$ cat config.mk
export PLATFORM = sky130hd
export DESIGN_NAME = keypad_scan_param
export DESIGN_NICKNAME = d
export VERILOG_FILES = /design/src/rtl/keypad_scan_param.sv
export SDC_FILE = /design/constraint.sdc
export NUM_CORES = 1
export LEC_CHECK = 0
export ABC_CLOCK_PERIOD_IN_PS = 6500
export CAP_MARGIN = 20
export CORE_MARGIN = 1.5
export CORE_UTILIZATION = 50
export CTS_CLUSTER_DIAMETER = 30
export DETAILED_ROUTE_END_ITERATION = 10
export GPL_TIMING_DRIVEN = 0
export PLACE_DENSITY_LB_ADDON = 0.05
export SETUP_SLACK_MARGIN = 0.3
export SLEW_MARGIN = 10
export SYNTH_ARGS = -nofsm -noshare
export SYNTH_HDL_FRONTEND = slang
export SYNTH_SLANG_ARGS = --single-unit
export TNS_END_PERCENT = 20
$ cat constraint.sdc
create_clock -name clk -period 6.5 [get_ports clk]
set_clock_uncertainty 0.05 [all_clocks]
set_input_delay 1.3 -clock clk [delete_from_list [all_inputs] [get_ports clk]]
set_output_delay 1.3 -clock clk [all_outputs]
set_load 0.01 [all_outputs]
$ cat src/rtl/keypad_scan_param.sv
// Matrix keypad scanner: drives one column low at a time and samples the rows.
// Each full scan is classified as no key, one key or several keys.
// A four-state debouncer turns stable frames into press, repeat and release events.
// Events are delivered through a one-entry valid/ready buffer with a sticky overflow flag.
`timescale 1ns/1ps

module keypad_scan_param #(
  parameter int unsigned ROWS         = 4,
  parameter int unsigned COLS         = 4,
  parameter int unsigned SCAN_DIV     = 50000,
  parameter int unsigned DEB_FRAMES   = 20,
  parameter int unsigned REPEAT_EN    = 0,
  parameter int unsigned REPEAT_DELAY = 500,
  parameter int unsigned REPEAT_RATE  = 100,
  localparam int unsigned KW = (ROWS * COLS > 1) ? $clog2(ROWS * COLS) : 1
) (
  input  logic            clk,
  input  logic            rst_n,
  input  logic [ROWS-1:0] row,
  output logic [COLS-1:0] col,
  output logic            evt_valid,
  input  logic            evt_ready,
  output logic [KW-1:0]   evt_code,
  output logic [1:0]      evt_type,
  output logic            key_down,
  output logic            overflow,
  input  logic            ovf_clr
);

  localparam int unsigned RW   = (ROWS > 1) ? $clog2(ROWS) : 1;
  localparam int unsigned CW   = (COLS > 1) ? $clog2(COLS) : 1;
  localparam int unsigned DW   = (SCAN_DIV > 1) ? $clog2(SCAN_DIV) : 1;
  localparam int unsigned CNTW = $clog2(DEB_FRAMES + 1);
  localparam int unsigned RMAX = (REPEAT_DELAY > REPEAT_RATE) ? REPEAT_DELAY : REPEAT_RATE;
  localparam int unsigned RPW  = (RMAX > 0) ? $clog2(RMAX + 1) : 1;

  localparam logic [1:0] EVT_PRESS   = 2'b00;
  localparam logic [1:0] EVT_REPEAT  = 2'b01;
  localparam logic [1:0] EVT_RELEASE = 2'b10;

  typedef enum logic [1:0] {
    S_IDLE = 2'd0,
    S_DEB  = 2'd1,
    S_HELD = 2'd2,
    S_REL  = 2'd3
  } state_e;

  // synchroniser
  logic [ROWS-1:0] row_s1_q;
  logic [ROWS-1:0] row_s2_q;

  // scan timing
  logic [DW-1:0]   div_q;
  logic [CW-1:0]   col_idx_q;
  logic [CW-1:0]   col_idx_d;
  logic [COLS-1:0] col_q;
  logic            dwell_end_c;
  logic            frame_end_c;

  // per-column sample and running frame accumulation
  logic [1:0]      col_n_c;
  logic [RW-1:0]   col_row_c;
  logic [1:0]      acc_n_q;
  logic [RW-1:0]   acc_row_q;
  logic [CW-1:0]   acc_col_q;
  logic            acc_hit_q;
  logic [2:0]      sum_c;
  logic [1:0]      tot_c;
  logic [RW-1:0]   fr_row_c;
  logic [CW-1:0]   fr_col_c;
  logic            cand_here_c;
  logic            hit_c;
  logic            single_c;
  logic            same_c;

  // debouncer
  state_e          state_q;
  logic [CNTW-1:0] cnt_q;
  logic [CNTW-1:0] cnt_inc_c;
  logic            deb_last_c;
  logic [RW-1:0]   cand_row_q;
  logic [CW-1:0]   cand_col_q;
  logic [RPW-1:0]  rpt_q;
  logic [RPW-1:0]  rpt_nxt_c;
  logic            rpt_phase_q;
  logic            rpt_hit_c;
  logic            key_down_q;

  // event generation and output buffer
  logic            press_c;
  logic            repeat_c;
  logic            release_c;
  logic            ev_fire_c;
  logic            ev_drop_c;
  logic [1:0]      ev_type_c;
  logic [RW-1:0]   ev_row_c;
  logic [CW-1:0]   ev_col_c;
  logic [KW-1:0]   ev_code_c;
  logic            evt_valid_q;
  logic [KW-1:0]   evt_code_q;
  logic [1:0]      evt_type_q;
  logic            overflow_q;

  // Two-flop synchroniser for the asynchronous row inputs; idle rows read high.
  always_ff @(posedge clk or negedge rst_n) begin
    if (!rst_n) begin
      row_s1_q <= '1;
      row_s2_q <= '1;
    end else begin
      row_s1_q <= row;
      row_s2_q <= row_s1_q;
    end
  end

  assign dwell_end_c = (div_q == DW'(SCAN_DIV - 1));
  assign frame_end_c = dwell_end_c && (col_idx_q == CW'(COLS - 1));
  assign col_idx_d   = (col_idx_q == CW'(COLS - 1)) ? '0 : col_idx_q + CW'(1);

  // Dwell counter and one-hot-low column driver.
  always_ff @(posedge clk or negedge rst_n) begin
    if (!rst_n) begin
      div_q     <= '0;
      col_idx_q <= '0;
      col_q     <= ~COLS'(1);
    end else if (dwell_end_c) begin
      div_q     <= '0;
      col_idx_q <= col_idx_d;
      col_q     <= ~(COLS'(1) << col_idx_d);
    end else begin
      div_q     <= div_q + DW'(1);
    end
  end

  // Count low rows in the current column (saturating at 2) and note the first one.
  always_comb begin
    col_n_c   = 2'd0;
    col_row_c = '0;
    for (int unsigned r = 0; r < ROWS; r++) begin
      if (!row_s2_q[r]) begin
        if (col_n_c == 2'd0) col_row_c = RW'(r);
        if (col_n_c != 2'd2) col_n_c = col_n_c + 2'd1;
      end
    end
  end

  // Merge this column with the frame so far; the result classifies the frame at its last sample.
  always_comb begin
    sum_c       = {1'b0, acc_n_q} + {1'b0, col_n_c};
    tot_c       = (sum_c >= 3'd2) ? 2'd2 : sum_c[1:0];
    fr_row_c    = (acc_n_q == 2'd0) ? col_row_c : acc_row_q;
    fr_col_c    = (acc_n_q == 2'd0) ? col_idx_q : acc_col_q;
    cand_here_c = (col_idx_q == cand_col_q) && !row_s2_q[cand_row_q];
    hit_c       = acc_hit_q || cand_here_c;
    single_c    = (tot_c == 2'd1);
    same_c      = single_c && (fr_row_c == cand_row_q) && (fr_col_c == cand_col_q);
  end

  // Frame accumulator: updated at every dwell-end sample, cleared when the frame closes.
  always_ff @(posedge clk or negedge rst_n) begin
    if (!rst_n) begin
      acc_n_q   <= 2'd0;
      acc_row_q <= '0;
      acc_col_q <= '0;
      acc_hit_q <= 1'b0;
    end else if (dwell_end_c) begin
      if (frame_end_c) begin
        acc_n_q   <= 2'd0;
        acc_row_q <= '0;
        acc_col_q <= '0;
        acc_hit_q <= 1'b0;
      end else begin
        acc_n_q   <= tot_c;
        acc_row_q <= fr_row_c;
        acc_col_q <= fr_col_c;
        acc_hit_q <= hit_c;
      end
    end
  end

  assign cnt_inc_c  = cnt_q + CNTW'(1);
  assign deb_last_c = (cnt_inc_c == CNTW'(DEB_FRAMES));
  assign rpt_nxt_c  = rpt_q + RPW'(1);
  assign rpt_hit_c  = rpt_phase_q ? (rpt_nxt_c == RPW'(REPEAT_RATE))
                                  : (rpt_nxt_c == RPW'(REPEAT_DELAY));

  // Frame-end event decisions; a single debounce frame bypasses DEB and REL.
  assign press_c   = frame_end_c && single_c &&
                     (((state_q == S_IDLE) && (DEB_FRAMES == 1)) ||
                      ((state_q == S_DEB) && same_c && deb_last_c));
  assign release_c = frame_end_c && !hit_c &&
                     (((state_q == S_HELD) && (DEB_FRAMES == 1)) ||
                      ((state_q == S_REL) && deb_last_c));
  assign repeat_c  = (REPEAT_EN != 0) && frame_end_c && (state_q == S_HELD) &&
                     hit_c && rpt_hit_c;

  assign ev_fire_c = press_c || repeat_c || release_c;
  assign ev_drop_c = ev_fire_c && evt_valid_q && !evt_ready;
  assign ev_type_c = press_c ? EVT_PRESS : (repeat_c ? EVT_REPEAT : EVT_RELEASE);
  assign ev_row_c  = press_c ? fr_row_c : cand_row_q;
  assign ev_col_c  = press_c ? fr_col_c : cand_col_q;
  assign ev_code_c = KW'(ev_row_c) * KW'(COLS) + KW'(ev_col_c);

  // Debounce FSM, advanced once per frame; key_down tracks HELD/REL.
  always_ff @(posedge clk or negedge rst_n) begin
    if (!rst_n) begin
      state_q     <= S_IDLE;
      cnt_q       <= '0;
      cand_row_q  <= '0;
      cand_col_q  <= '0;
      rpt_q       <= '0;
      rpt_phase_q <= 1'b0;
      key_down_q  <= 1'b0;
    end else if (frame_end_c) begin
      unique case (state_q)
        S_IDLE: begin
          if (single_c) begin
            cand_row_q <= fr_row_c;
            cand_col_q <= fr_col_c;
            if (press_c) begin
              state_q     <= S_HELD;
              cnt_q       <= '0;
              rpt_q       <= '0;
              rpt_phase_q <= 1'b0;
              key_down_q  <= 1'b1;
            end else begin
              state_q <= S_DEB;
              cnt_q   <= CNTW'(1);
            end
          end
        end
        S_DEB: begin
          if (!single_c) begin
            state_q <= S_IDLE;
            cnt_q   <= '0;
          end else if (!same_c) begin
            cand_row_q <= fr_row_c;
            cand_col_q <= fr_col_c;
            cnt_q      <= CNTW'(1);
          end else if (press_c) begin
            state_q     <= S_HELD;
            cnt_q       <= '0;
            rpt_q       <= '0;
            rpt_phase_q <= 1'b0;
            key_down_q  <= 1'b1;
          end else begin
            cnt_q <= cnt_inc_c;
          end
        end
        S_HELD: begin
          if (hit_c) begin
            if (rpt_hit_c) begin
              rpt_q       <= '0;
              rpt_phase_q <= 1'b1;
            end else begin
              rpt_q <= rpt_nxt_c;
            end
          end else if (release_c) begin
            state_q    <= S_IDLE;
            cnt_q      <= '0;
            key_down_q <= 1'b0;
          end else begin
            state_q <= S_REL;
            cnt_q   <= CNTW'(1);
          end
        end
        S_REL: begin
          if (hit_c) begin
            state_q     <= S_HELD;
            cnt_q       <= '0;
            rpt_q       <= '0;
            rpt_phase_q <= 1'b0;
          end else if (release_c) begin
            state_q    <= S_IDLE;
            cnt_q      <= '0;
            key_down_q <= 1'b0;
          end else begin
            cnt_q <= cnt_inc_c;
          end
        end
        default: begin
          state_q    <= S_IDLE;
          cnt_q      <= '0;
          key_down_q <= 1'b0;
        end
      endcase
    end
  end

  // One-entry event buffer; a load is allowed when empty or being drained this cycle.
  always_ff @(posedge clk or negedge rst_n) begin
    if (!rst_n) begin
      evt_valid_q <= 1'b0;
      evt_code_q  <= '0;
      evt_type_q  <= 2'b00;
      overflow_q  <= 1'b0;
    end else begin
      if (ev_fire_c && (!evt_valid_q || evt_ready)) begin
        evt_valid_q <= 1'b1;
        evt_code_q  <= ev_code_c;
        evt_type_q  <= ev_type_c;
      end else if (evt_valid_q && evt_ready) begin
        evt_valid_q <= 1'b0;
      end
      if (ev_drop_c) begin
        overflow_q <= 1'b1;
      end else if (ovf_clr) begin
        overflow_q <= 1'b0;
      end
    end
  end

  assign col       = col_q;
  assign evt_valid = evt_valid_q;
  assign evt_code  = evt_code_q;
  assign evt_type  = evt_type_q;
  assign key_down  = key_down_q;
  assign overflow  = overflow_q;

endmodule

Word-level counts from Yosys, hierarchy flattened. Cells that the tools add are included.

Bits of input ports: 8. Output and inout bits: 13. Flip-flop bits (word level): 57.

Reductions and logical operators: 35. Equal/unequal tests: 23. Bitwise gates (word level): 1. Order comparisons: 2. Add/sub/neg operators: 8. Multiplexer cells: 66. Shift-type cells: 1.

Operator list (number): $mux W2 (35); $mux W5 (7); $pmux W5 S4 (1); $ne A2 B2 Y1 const B (9); $mux W1 (17); $add A16 B1 Y16 const B (1); $eq A16 B16 Y1 const B (1); $mux W16 (1); $logic_and A1 B1 Y1 (15); $reduce_and A6 Y1 (2); $logic_not A2 Y1 (5); $ne A3 B3 Y1 const B (3); $add A2 B1 Y2 const B (4); $pmux W2 S2 (2); $pmux W2 S4 (1); $eq A2 B2 Y1 (3); $eq A2 B2 Y1 const B (3); $reduce_bool A2 Y1 (3); $add A5 B1 Y5 const B (1); $eq A5 B5 Y1 const B (1); $reduce_and A5 Y1 (1); $add A4 B2 Y4 (1); $eq A2 B1 Y1 const B (2); $logic_not A1 Y1 (4); other kinds (11) (13).

Depth between registers and ports, before layout. Gate-level depths: netlist (run 1).

Depth in word-level cells: 23. Depth in mapped cells: 14. Gate-level depth less buffers: 14.

Worst setup path after synthesis (run 1). No wires, ideal clock.

Path kind: register -> register. From: register row_s2_q[0]. To: register cand_col_q[0]. Period minus slack after synthesis: 3.712 ns. Data arrival time: 3.537 ns. Required time: 6.325 ns. Path slack: 2.788 ns. Cell stages (with the launch flop): 15. Library setup time: 0.125 ns. Cell sequence: dfstp_2 > inv_1 > ha_1 > nor3_1 > a21oi_1 > a21oi_1 > ha_1 > inv_1 > fa_1 > nand3_1 > a2111oi_1 > a31oi_1 > or4_4 > nor3b_4 > mux2_4.

Cells in the longest elaborated chain, start to end: 18.

RTL lines: start: declaration (RTL line 50) `logic [ROWS-1:0] row_s2_q;`; start signal: assignment (RTL line 111) `row_s2_q <= row_s1_q;`; $mux W1 (*) (RTL line 139) `if (!row_s2_q[r]) begin`; $add A2 B1 Y2 or $ne A2 B2 Y1 (tied branches) (RTL line 141) `if (col_n_c != 2'd2) col_n_c = col_n_c + 2'd1;`; $mux W2 (RTL line 141); $mux W2 (RTL line 139); $add A2 B1 Y2 or $ne A2 B2 Y1 (tied branches) (RTL line 141); $mux W2 (RTL line 141); $mux W2 (RTL line 139); $add A2 B1 Y2 or $ne A2 B2 Y1 (tied branches) (RTL line 141); $mux W2 (RTL line 141); $mux W2 (RTL line 139); $add A2 B2 Y3 (RTL line 148) `sum_c = {1'b0, acc_n_q} + {1'b0, col_n_c};`; $ge A3 B2 Y1 (RTL line 149) `tot_c = (sum_c >= 3'd2) ? 2'd2 : sum_c[1:0];`; $mux W2 (RTL line 149); $eq A2 B1 Y1 (RTL line 154) `single_c = (tot_c == 2'd1);`; $logic_and A1 B1 Y1 (2 in a row) (RTL line 155) `same_c = single_c && (fr_row_c == cand_row_q) && (fr_col_c == cand_col_q);`; $ne A2 B2 Y1 (no line); $reduce_and A5 Y1 (no line) (*); end signal: assignment (RTL line 218) `cand_col_q <= fr_col_c;`; end signal: assignment (RTL line 237) `cand_col_q <= fr_col_c;`; end: declaration (RTL line 82) `logic [CW-1:0] cand_col_q;`.

Every way passes the cells marked *; elsewhere a longest branch is shown, timed or not. A chain may end at the register's enable or synchronous reset.

Final worst setup path (run 1). Same ends and word-level chain as after synthesis.

==> summary.txt, run 1 <==
Worst setup path
  • Crit Path Class: reg2reg
  • Startpoint types: flip-flop
  • CP max FO: 5
  • Crit end category: flip-flop
  • WP data arrival: 4.22 ns
  • Slowest cell on crit path: or4_4
  • CP cell instances: inv_1, ha_1, nor3_1, a21oi_1, a21oi_1, ha_1, inv_1, fa_1, nand3_1, a2111oi_1, a31oi_1, or4_4, nor3b_4, mux2_4
  • Data required time of the worst path: 6.66 ns
  • Setup crit start: row_s2_q[0]$_DFF_PN1_
  • CP peak stage delay: 0.60 ns
  • Critical R2R Launch: row_s2_q[0]$_DFF_PN1_

Synth
  • Main synth FF type: dfrtp_1
  • Mapped Cells: 288
  • Number of synthesized register bits: 56
  • Synth Net Count: 310
  • Ys Warns: 0
  • Post-synth EDFFs: 0
  • Synthesized area: 2980 um2
  • Ys async rst share: 1.00
  • Yosys cell types: 61
  • Syn_area_per_cell: 10.4 um2
  • Sequential fraction of the synthesis area: 0.474

Power
  • Max IR drop VDD: 0.100 mV
  • Cell Pwr Density: 176 nW/um2
  • Clock share of power: 0.351
  • Reg power frac: 0.588
  • Logic pwr share: 0.060
  • Switching Share: 0.224
  • Int Pwr: 0.468 mW
  • Switching power total: 0.135 mW
  • Leakage: 1.50 nW
  • Total power: 0.603 mW

Routing
  • Pre-antenna DRT Iters: 4
  • Post-DRT Antenna Nets: 0
  • Routed length per instance: 14.5 um
  • DR vias/cell: 5.64
  • Final WL: 5620 um
  • Initial drt markers: 106
  • Vias: 2194
  • DRC violations left: 0

STA
  • # setup viols final: 0
  • RSZ-0062 raised after global routing: no
  • Final hold violation count: 0
  • Setup TNS: 0 ns
  • Rel. slew slack: 0.598
  • Max-slew violation count: 0
  • Worst-Margin Slew: 0.598 ns
  • Tcrit/Tclk final: 0.625
  • Fmax: 246 MHz
  • Post-layout minimum cycle time: 4.06 ns

Floorplanning
  • CORE AREA: 5640 um2
  • Top Ports: 21
  • Die ar.: 6440 um2
  • Die span in y: 80.3 um
  • Num rows: 27
  • Die Wd: 80.3 um
  • Starting Density: 0.529

Clock network
  • Cts repair resizes: 0
  • Clock buffer depth: 2
  • H-tree levels: 2
  • Setup repair bufs after CTS: 0
  • Hold-fix buffers, CTS: 0
  • CTS tree: yes
  • CTS root buffer: clkbuf_8
  • Worst skew pair latency: 0.31 ns
  • Cts bufs inserted: 5
  • Clock Sinks: 56
  • Clock slew at reported path FFs: 0.10 ns

Cells and area
  • Commonest non-fill, non-tap cell in the layout: dfrtp_1
  • Design area: 3420 um2
  • Fin util: 0.606
  • Fin nets: 338
  • Most frequent cells in the layout: 45 x dfrtp_1, 33 x nand2_1, 18 x o21ai_0, 18 x clkdlybuf4s50_1, 14 x nor2_1
  • Ant diodes: 0
  • Layout area overhead: 14.6%
  • Share of layout cells above drive strength 1: 0.136

Status
  • Outcome: complete, no violations

GRT
  • Largest net degree at the start of global routing: 23
  • Number of global-route vias before repair: 2160
  • Initial antenna violation count: 0
  • Total GRT Usage: 0.201
  • First-pass GRT wire length: 9980 um
  • Grt total ovfl: 0

Placed design
  • Placed Instance Area: 3310 um2
  • GPL Wtd Cong: 0.796
  • Port Buffers: 19
  • Detailed placement HPWL: 4170 um

Run
  • Max Cap Violations: 0

Hold path
  • HP Class: reg2reg
  • Min-delay src: row_s1_q[0]$_DFF_PN1_
==> sequential cells by signal, summed over array words and instances (netlist names), 4 cells and up <==
register / count
row_s1_q: 4
col: 4
row_s2_q: 4
div_q: 16
cnt_q: 5
evt_code: 4
==> cells in the mapped netlist, types with 3 or more instances <==
library cell  count  area [um2]
ha_1             13         163
a221oi_1          3        26.3
a21boi_0          3        22.5
nor2_1           14        52.6
mux2i_1           3        30.0
nor3_1            7        35.0
xor2_1           11        96.3
a21o_1            4        30.0
xnor2_1           7        61.3
nand4_1           3        18.8
a21oi_1          11        55.1
inv_1            12        45.0
dfrtp_1          45        1130
mux2_2            4        45.0
a31oi_1           5        31.3
and4_1            3        26.3
and3_1            5        31.3
nor4b_1           5        43.8
nand2_1          33         124
dfstp_2          11         289
nand3_1           9        45.0
clkbuf_1          5        18.8
nand2b_1          6        37.5
o21ai_0          18        90.1
==> per-stage QoR <==
stage	setup WS [ns]	cells	hold WS, ns
after CTS	2.45	389	0.314
after global routing	2.20	389	0.320
after detailed placement	2.46	381	0.299
after floorplan	2.79	288	0.295
final	2.44	389	0.312
after global placement	2.39	379	0.296
==> power by group through the flow <==
stage	sequential, mW	clock [mW]	combinational, mW
detailed placement	0.361	0	0.0367
global placement	0.361	0	0.0321
CTS	0.355	0.220	0.0368
floorplan	0.361	0	0.0177
global route	0.355	0.232	0.0412
finish	0.355	0.212	0.0363
==> cells by family (layout without fill, tap and decap cells) <==
family                     count (synthesis)  count (layout)  share of synthesized area
AOI/OAI and AO/OA                         61              61                      0.135
and+or+nand+nor                          107             107                      0.199
buffers and inverters                     21              50                     0.0340
xor gates and xnor gates                  18              18                     0.0528
other                                      1               1                    0.00126
adders and majority gates                 14              14                     0.0612
DFF                                       56              56                      0.474
muxes                                     10              10                     0.0428
==> cell type report <==
cell class / count / area, um2
Inverter: 12 / 45.0
Clock inverter: 2 / 12.5
Sequential cell: 56 / 1420
Multi-Input combinational cell: 211 / 1470
Tap cell: 72 / 90.1
Buffer: 9 / 56.3
Timing Repair Buffer: 21 / 240
Clock buffer: 6 / 93.8
Fill cell: 466 / 2220
==> worst paths after layout <==
check,end,slack [ns],cells past startpoint
max,cand_col_q[0]$_DFFE_PN0P_,2.44,14
min in group asynchronous,cand_col_q[0]$_DFFE_PN0P_,0.83,1
max in group asynchronous,col[2]$_DFFE_PN1N_,4.87,3
min reg2reg,row_s2_q[0]$_DFF_PN1_,0.31,0
max reg2reg,cand_col_q[0]$_DFFE_PN0P_,2.44,14
min,row_s2_q[0]$_DFF_PN1_,0.31,0
==> metal layers <==
layer | vias up | track usage | wire [um]
li1 | 1080 | - | -
met4 | 0 | 0.0638 | 78
met2 | 38 | 0.330 | 2620
met1 | 1070 | 0.266 | 2760
met5 | - | 0 | 0
met3 | 6 | 0.0420 | 163
==> worst max-delay path: cells and delay by family, from the launching register on <==
| family | cells | cell delay, ns |
|---|---|---|
| AOI/OAI and AO/OA | 4 | 0.69 |
| buffers and inverters | 2 | 0.13 |
| muxes | 1 | 0.30 |
| adders and majority gates | 3 | 1.00 |
| DFF | 1 | 0.59 |
| and+or+nand+nor | 4 | 1.18 |
(Power assumes the default switching activity.)
==> run 2, diff against run 1 <==
- ABC_CLOCK_PERIOD_IN_PS: 6500 -> 3700
- clock period: 6.5 -> 3.7 ns (I/O delays scaled with it)
==> summary.txt, run 2 (synthesis gave the netlist of run 1 again) <==
Status
  • Outcome: complete, no violations

Floorplanning
  • CORE AREA: 5640 um2
  • Die span in y: 80.3 um
  • Starting Density: 0.529
  • Die Wd: 80.3 um
  • Num rows: 27
  • Die ar.: 6440 um2
  • Top Ports: 21

Cells and area
  • Design area: 3500 um2
  • Biggest regs: div_q (16), cnt_q (5)
  • Fin nets: 344
  • Share of layout cells above drive strength 1: 0.189
  • Most frequent cells in the layout: 45 x dfrtp_1, 33 x nand2_1, 18 x clkdlybuf4s50_1
  • Layout area overhead: 17.2%
  • Fin util: 0.620
  • Top reg by flops: div_q
  • Commonest non-fill, non-tap cell in the layout: dfrtp_1
  • Ant diodes: 0
  • Fillers: 472
  • Finished Layout Cells: 395
  • Max reg flops: 16

Routing
  • DRC violations left: 0
  • Pre-antenna DRT Iters: 4
  • Final WL: 5780 um
  • Initial drt markers: 116
  • Routed length per instance: 14.6 um
  • DR vias/cell: 5.61
  • Post-DRT Antenna Nets: 0
  • Vias: 2214

Worst setup path
  • CP cell instances: inv_2, ha_4, nor3_2, a21oi_1, a21oi_1, ha_2, inv_2, fa_1, nand3_2, a2111oi_4, a31oi_2, or4_4, nor3b_4, mux2_4
  • Startpoint types: flip-flop
  • Crit end category: flip-flop
  • Buf/Inv on CP: 2
  • Crit Path Class: reg2reg
  • Slowest cell on crit path: dfstp_2
  • CP max FO: 5
  • CP peak stage delay: 0.59 ns
  • Data required time of the worst path: 3.86 ns
  • Top delay family on crit path: adder cells
  • WP data arrival: 3.70 ns

Placed design
  • Cells after DPL: 380
  • GPL Wtd Cong: 0.777
  • Detailed placement HPWL: 4120 um
  • Port Buffers: 19
  • Pre-CTS setup slack: -0.0427 ns
  • Placed Instance Area: 3310 um2

GRT
  • Largest net degree at the start of global routing: 33
  • Grt total ovfl: 0
  • Number of global-route vias before repair: 2104
  • Initial antenna violation count: 0
  • First-pass GRT wire length: 9870 um
  • Total GRT Usage: 0.198

Clock network
  • Clock Sinks: 56
  • Clock buffer depth: 2
  • H-tree levels: 2
  • CTS root buffer: clkbuf_8
  • CTS tree: yes
  • Hold-fix buffers, CTS: 0
  • Cts bufs inserted: 5
  • Worst skew pair latency: 0.31 ns
  • Clock slew at reported path FFs: 0.10 ns

Power
  • Total power: 1.04 mW
  • Leakage: 1.52 nW
  • Cell Pwr Density: 298 nW/um2
  • Max IR drop VDD: 0.233 mV

STA
  • RSZ-0062 raised after global routing: yes
  • Max-slew violation count: 0
  • WHS: 0.311 ns
  • Fmax: 282 MHz
  • # setup viols final: 0
  • Worst-Margin Slew: 0.749 ns
  • Post-layout minimum cycle time: 3.54 ns
  • Rel. slew slack: 0.501
  • Setup TNS: 0 ns
  • Tcrit/Tclk final: 0.957
  • Final hold violation count: 0
  • Final WS setup: 0.159 ns

Hold path
  • HP Class: reg2reg

Run
  • Max Cap Violations: 0
[run 2: cell count changes in the layout (fill, tap and decap cells not counted), moves of 2 or more]
cell,delta
buf_4,+7
nor3_2,+2
inv_2,+3
inv_1,-3
ha_2,+2
nor3_1,-2
buf_16,-2
ha_1,-3
[run 2: what timing repair did]
| action | in CTS | in global routing |
|---|---|---|
| resized for setup | 5 | 2 |
| setup endpoints to repair | 19 | 19 |
| pin swaps | 6 | 4 |
| setup buffers | 6 | 1 |
[run 2: worst paths after layout]
kind | start | to | slack, ns | cells after the start
max reg2reg | row_s2_q[1]$_DFF_PN1_ | cand_col_q[0]$_DFFE_PN0P_ | 0.16 | 14
min reg2reg | row_s1_q[1]$_DFF_PN1_ | row_s2_q[1]$_DFF_PN1_ | 0.31 | 0
min in group asynchronous | rst_n | evt_code[3]$_DFFE_PN0P_ | 0.43 | 1
min | row_s1_q[1]$_DFF_PN1_ | row_s2_q[1]$_DFF_PN1_ | 0.31 | 0
max in group asynchronous | rst_n | div_q[6]$_DFF_PN0_ | 2.57 | 2
max | row_s2_q[1]$_DFF_PN1_ | cand_col_q[0]$_DFFE_PN0P_ | 0.16 | 14
[run 2: routing by layer]
metal / share of wire / vias up / global-route usage
met2: 0.46 / 42 / 0.318
met5: 0 / - / 0
met4: 0.015 / 0 / 0.0724
met1: 0.50 / 1078 / 0.271
li1: - / 1087 / -
met3: 0.029 / 7 / 0.0273
[run 2: cell type report]
class                      count  area [um2]  area share
buffer                         9        56.3      0.0161
timing repair buffer          27         258      0.0737
tap                           72        90.1      0.0258
multi-input combinational    211        1540       0.441
sequential                    56        1420       0.405
clock buffer                   5        68.8      0.0197
inverter                      12        45.0      0.0129
clock inverter                 3        22.5     0.00644
[run 2: worst reg2reg max path: cells and delay by family, from the launching register on]
kind                     cells  cell delay, ns
AO/OA/AOI/OAI                4            0.57
adder cells (fa/ha/maj)      3            0.94
buffers and inverters        2            0.10
flip-flops                   1            0.59
multiplexers                 1            0.29
AND/OR/NAND/NOR              4            0.89
[run 2: report_power, final]
part	leakage [nW]	switching, mW	total [mW]	internal (mW)
Sequential	0.730	0.00339	0.623	0.620
Combinational	0.745	0.0397	0.0733	0.0336
Clock	0.0485	0.210	0.346	0.136
==> run 3, diff against run 2 <==
- CORE_UTILIZATION: 50 -> 53
==> summary.txt, run 3 (synthesis gave the netlist of run 1 again) <==
Clock network
  • Clock Sinks: 56
  • CTS root buffer: clkbuf_8
  • Worst skew pair latency: 0.32 ns
  • Clock buffer depth: 2
  • Clock slew at reported path FFs: 0.11 ns
  • H-tree levels: 2
  • Cts bufs inserted: 5
  • CTS tree: yes

Worst setup path
  • Data required time of the worst path: 3.86 ns
  • R2R depth: 14
  • Crit Path Class: reg2reg
  • Critical R2R Launch: row_s2_q[0]$_DFF_PN1_
  • End point of the critical path: cand_col_q[0]$_DFFE_PN0P_
  • Setup crit start: row_s2_q[0]$_DFF_PN1_
  • CP max FO: 5
  • Startpoint types: flip-flop
  • RR Endpoint: cand_col_q[0]$_DFFE_PN0P_
  • Register-to-Register Setup Slack: 0.12 ns
  • WP data arrival: 3.73 ns
  • Crit end category: flip-flop

Placed design
  • GPL Wtd Cong: 0.820
  • Detailed placement HPWL: 4090 um
  • Port Buffers: 19
  • Pre-CTS setup slack: -0.120 ns

Routing
  • Vias: 2200
  • Initial drt markers: 103
  • Final WL: 5820 um
  • Pre-antenna DRT Iters: 4
  • DR vias/cell: 5.57
  • Routed length per instance: 14.7 um
  • Post-DRT Antenna Nets: 0
  • DRC violations left: 0

Cells and area
  • Fin nets: 344
  • Fin util: 0.644
  • Layout area overhead: 18.2%
  • Most frequent cells in the layout: 45 x dfrtp_1, 33 x nand2_1, 18 x clkdlybuf4s50_1
  • Biggest regs: div_q (16), cnt_q (5)
  • Ant diodes: 0
  • Share of layout cells above drive strength 1: 0.198
  • Commonest non-fill, non-tap cell in the layout: dfrtp_1
  • Top reg by flops: div_q
  • Max reg flops: 16

Power
  • Leakage: 1.53 nW
  • Cell Pwr Density: 298 nW/um2
  • Max IR drop VDD: 0.238 mV
  • Total power: 1.05 mW

Floorplanning
  • Die span in y: 78.0 um
  • Starting Density: 0.545
  • CORE AREA: 5470 um2
  • Die ar.: 6090 um2
  • Num rows: 27
  • Top Ports: 21
  • Die Wd: 78.0 um

GRT
  • First-pass GRT wire length: 10000 um
  • Grt total ovfl: 0
  • Initial antenna violation count: 0
  • Number of global-route vias before repair: 2082
  • Largest net degree at the start of global routing: 38
  • Total GRT Usage: 0.210

STA
  • Worst-Margin Slew: 0.487 ns
  • Final WS setup: 0.124 ns
  • Fmax: 280 MHz
  • Post-layout minimum cycle time: 3.58 ns
  • RSZ-0062 raised after global routing: yes
  • Setup TNS: 0 ns
  • WHS: 0.309 ns
  • # setup viols final: 0
  • Rel. slew slack: 0.671
  • Final hold violation count: 0
  • Tcrit/Tclk final: 0.966
  • Max-slew violation count: 0

Status
  • Outcome: complete, no violations

Hold path
  • HP Class: in2async

Run
  • Max Cap Violations: 0
## run 3: area by class of cell
class | count | area, um2
well taps | 72 | 90.1
repair buffers | 27 | 262
fillers | 475 | 1950
plain buffers | 9 | 56.3
clock buffers | 5 | 68.8
clock inverters | 3 | 26.3
flip-flops and latches | 56 | 1420
multi-input cells | 211 | 1560
inverters | 12 | 47.5
## run 3: timing repair
action,CTS,global route
gates cloned,0,0
hold buffers,0,0
pin swaps,6,4
resized for setup,7,7
setup endpoints to repair,19,19
buffers inserted,7,0
## run 3: how the worst min path moves through the flow
stage,start,depth (start not counted),endpoint,slack (ns)
detailed placement,row_s1_q[3]$_DFF_PN1_,0,row_s2_q[3]$_DFF_PN1_,0.30
finish,rst_n,1,cand_row_q[1]$_DFFE_PN0P_,0.31
global route,row_s1_q[0]$_DFF_PN1_,0,row_s2_q[0]$_DFF_PN1_,0.32
CTS,row_s1_q[3]$_DFF_PN1_,0,row_s2_q[3]$_DFF_PN1_,0.31
floorplan,row_s1_q[0]$_DFF_PN1_,0,row_s2_q[0]$_DFF_PN1_,0.30
global placement,row_s1_q[3]$_DFF_PN1_,0,row_s2_q[3]$_DFF_PN1_,0.30
## run 3: per-layer routing
metal,vias up,GRT usage,part of all wire
met5,-,0,0
met4,0,0.0589,0.010
met2,37,0.348,0.48
met3,7,0.0419,0.031
met1,1061,0.281,0.48
li1,1095,-,-
## run 3: critical path, stage by stage (launching register included)
cell	delay (ns)
dfstp_2	0.60
inv_2	0.07
ha_2	0.21
nor3_4	0.16
a21oi_2	0.05
a21oi_2	0.12
ha_2	0.19
inv_2	0.03
fa_1	0.51
nand3_2	0.13
a2111oi_4	0.28
a31oi_1	0.10
or4_4	0.48
nor3b_4	0.20
mux2_4	0.29
## run 3: where the power goes
part	switching, mW	internal [mW]	leakage, nW	total [mW]
sequential	0.00383	0.620	0.730	0.624
clock	0.211	0.140	0.0491	0.351
combinational	0.0415	0.0354	0.749	0.0769
total	0.257	0.795	1.53	1.05
## run 3: metrics by stage
step | instances | cell area [um2]
floorplan | 288 | 3020
global placement | 379 | 3300
detailed placement | 380 | 3310
CTS | 395 | 3500
global route | 395 | 3530
finish | 395 | 3530
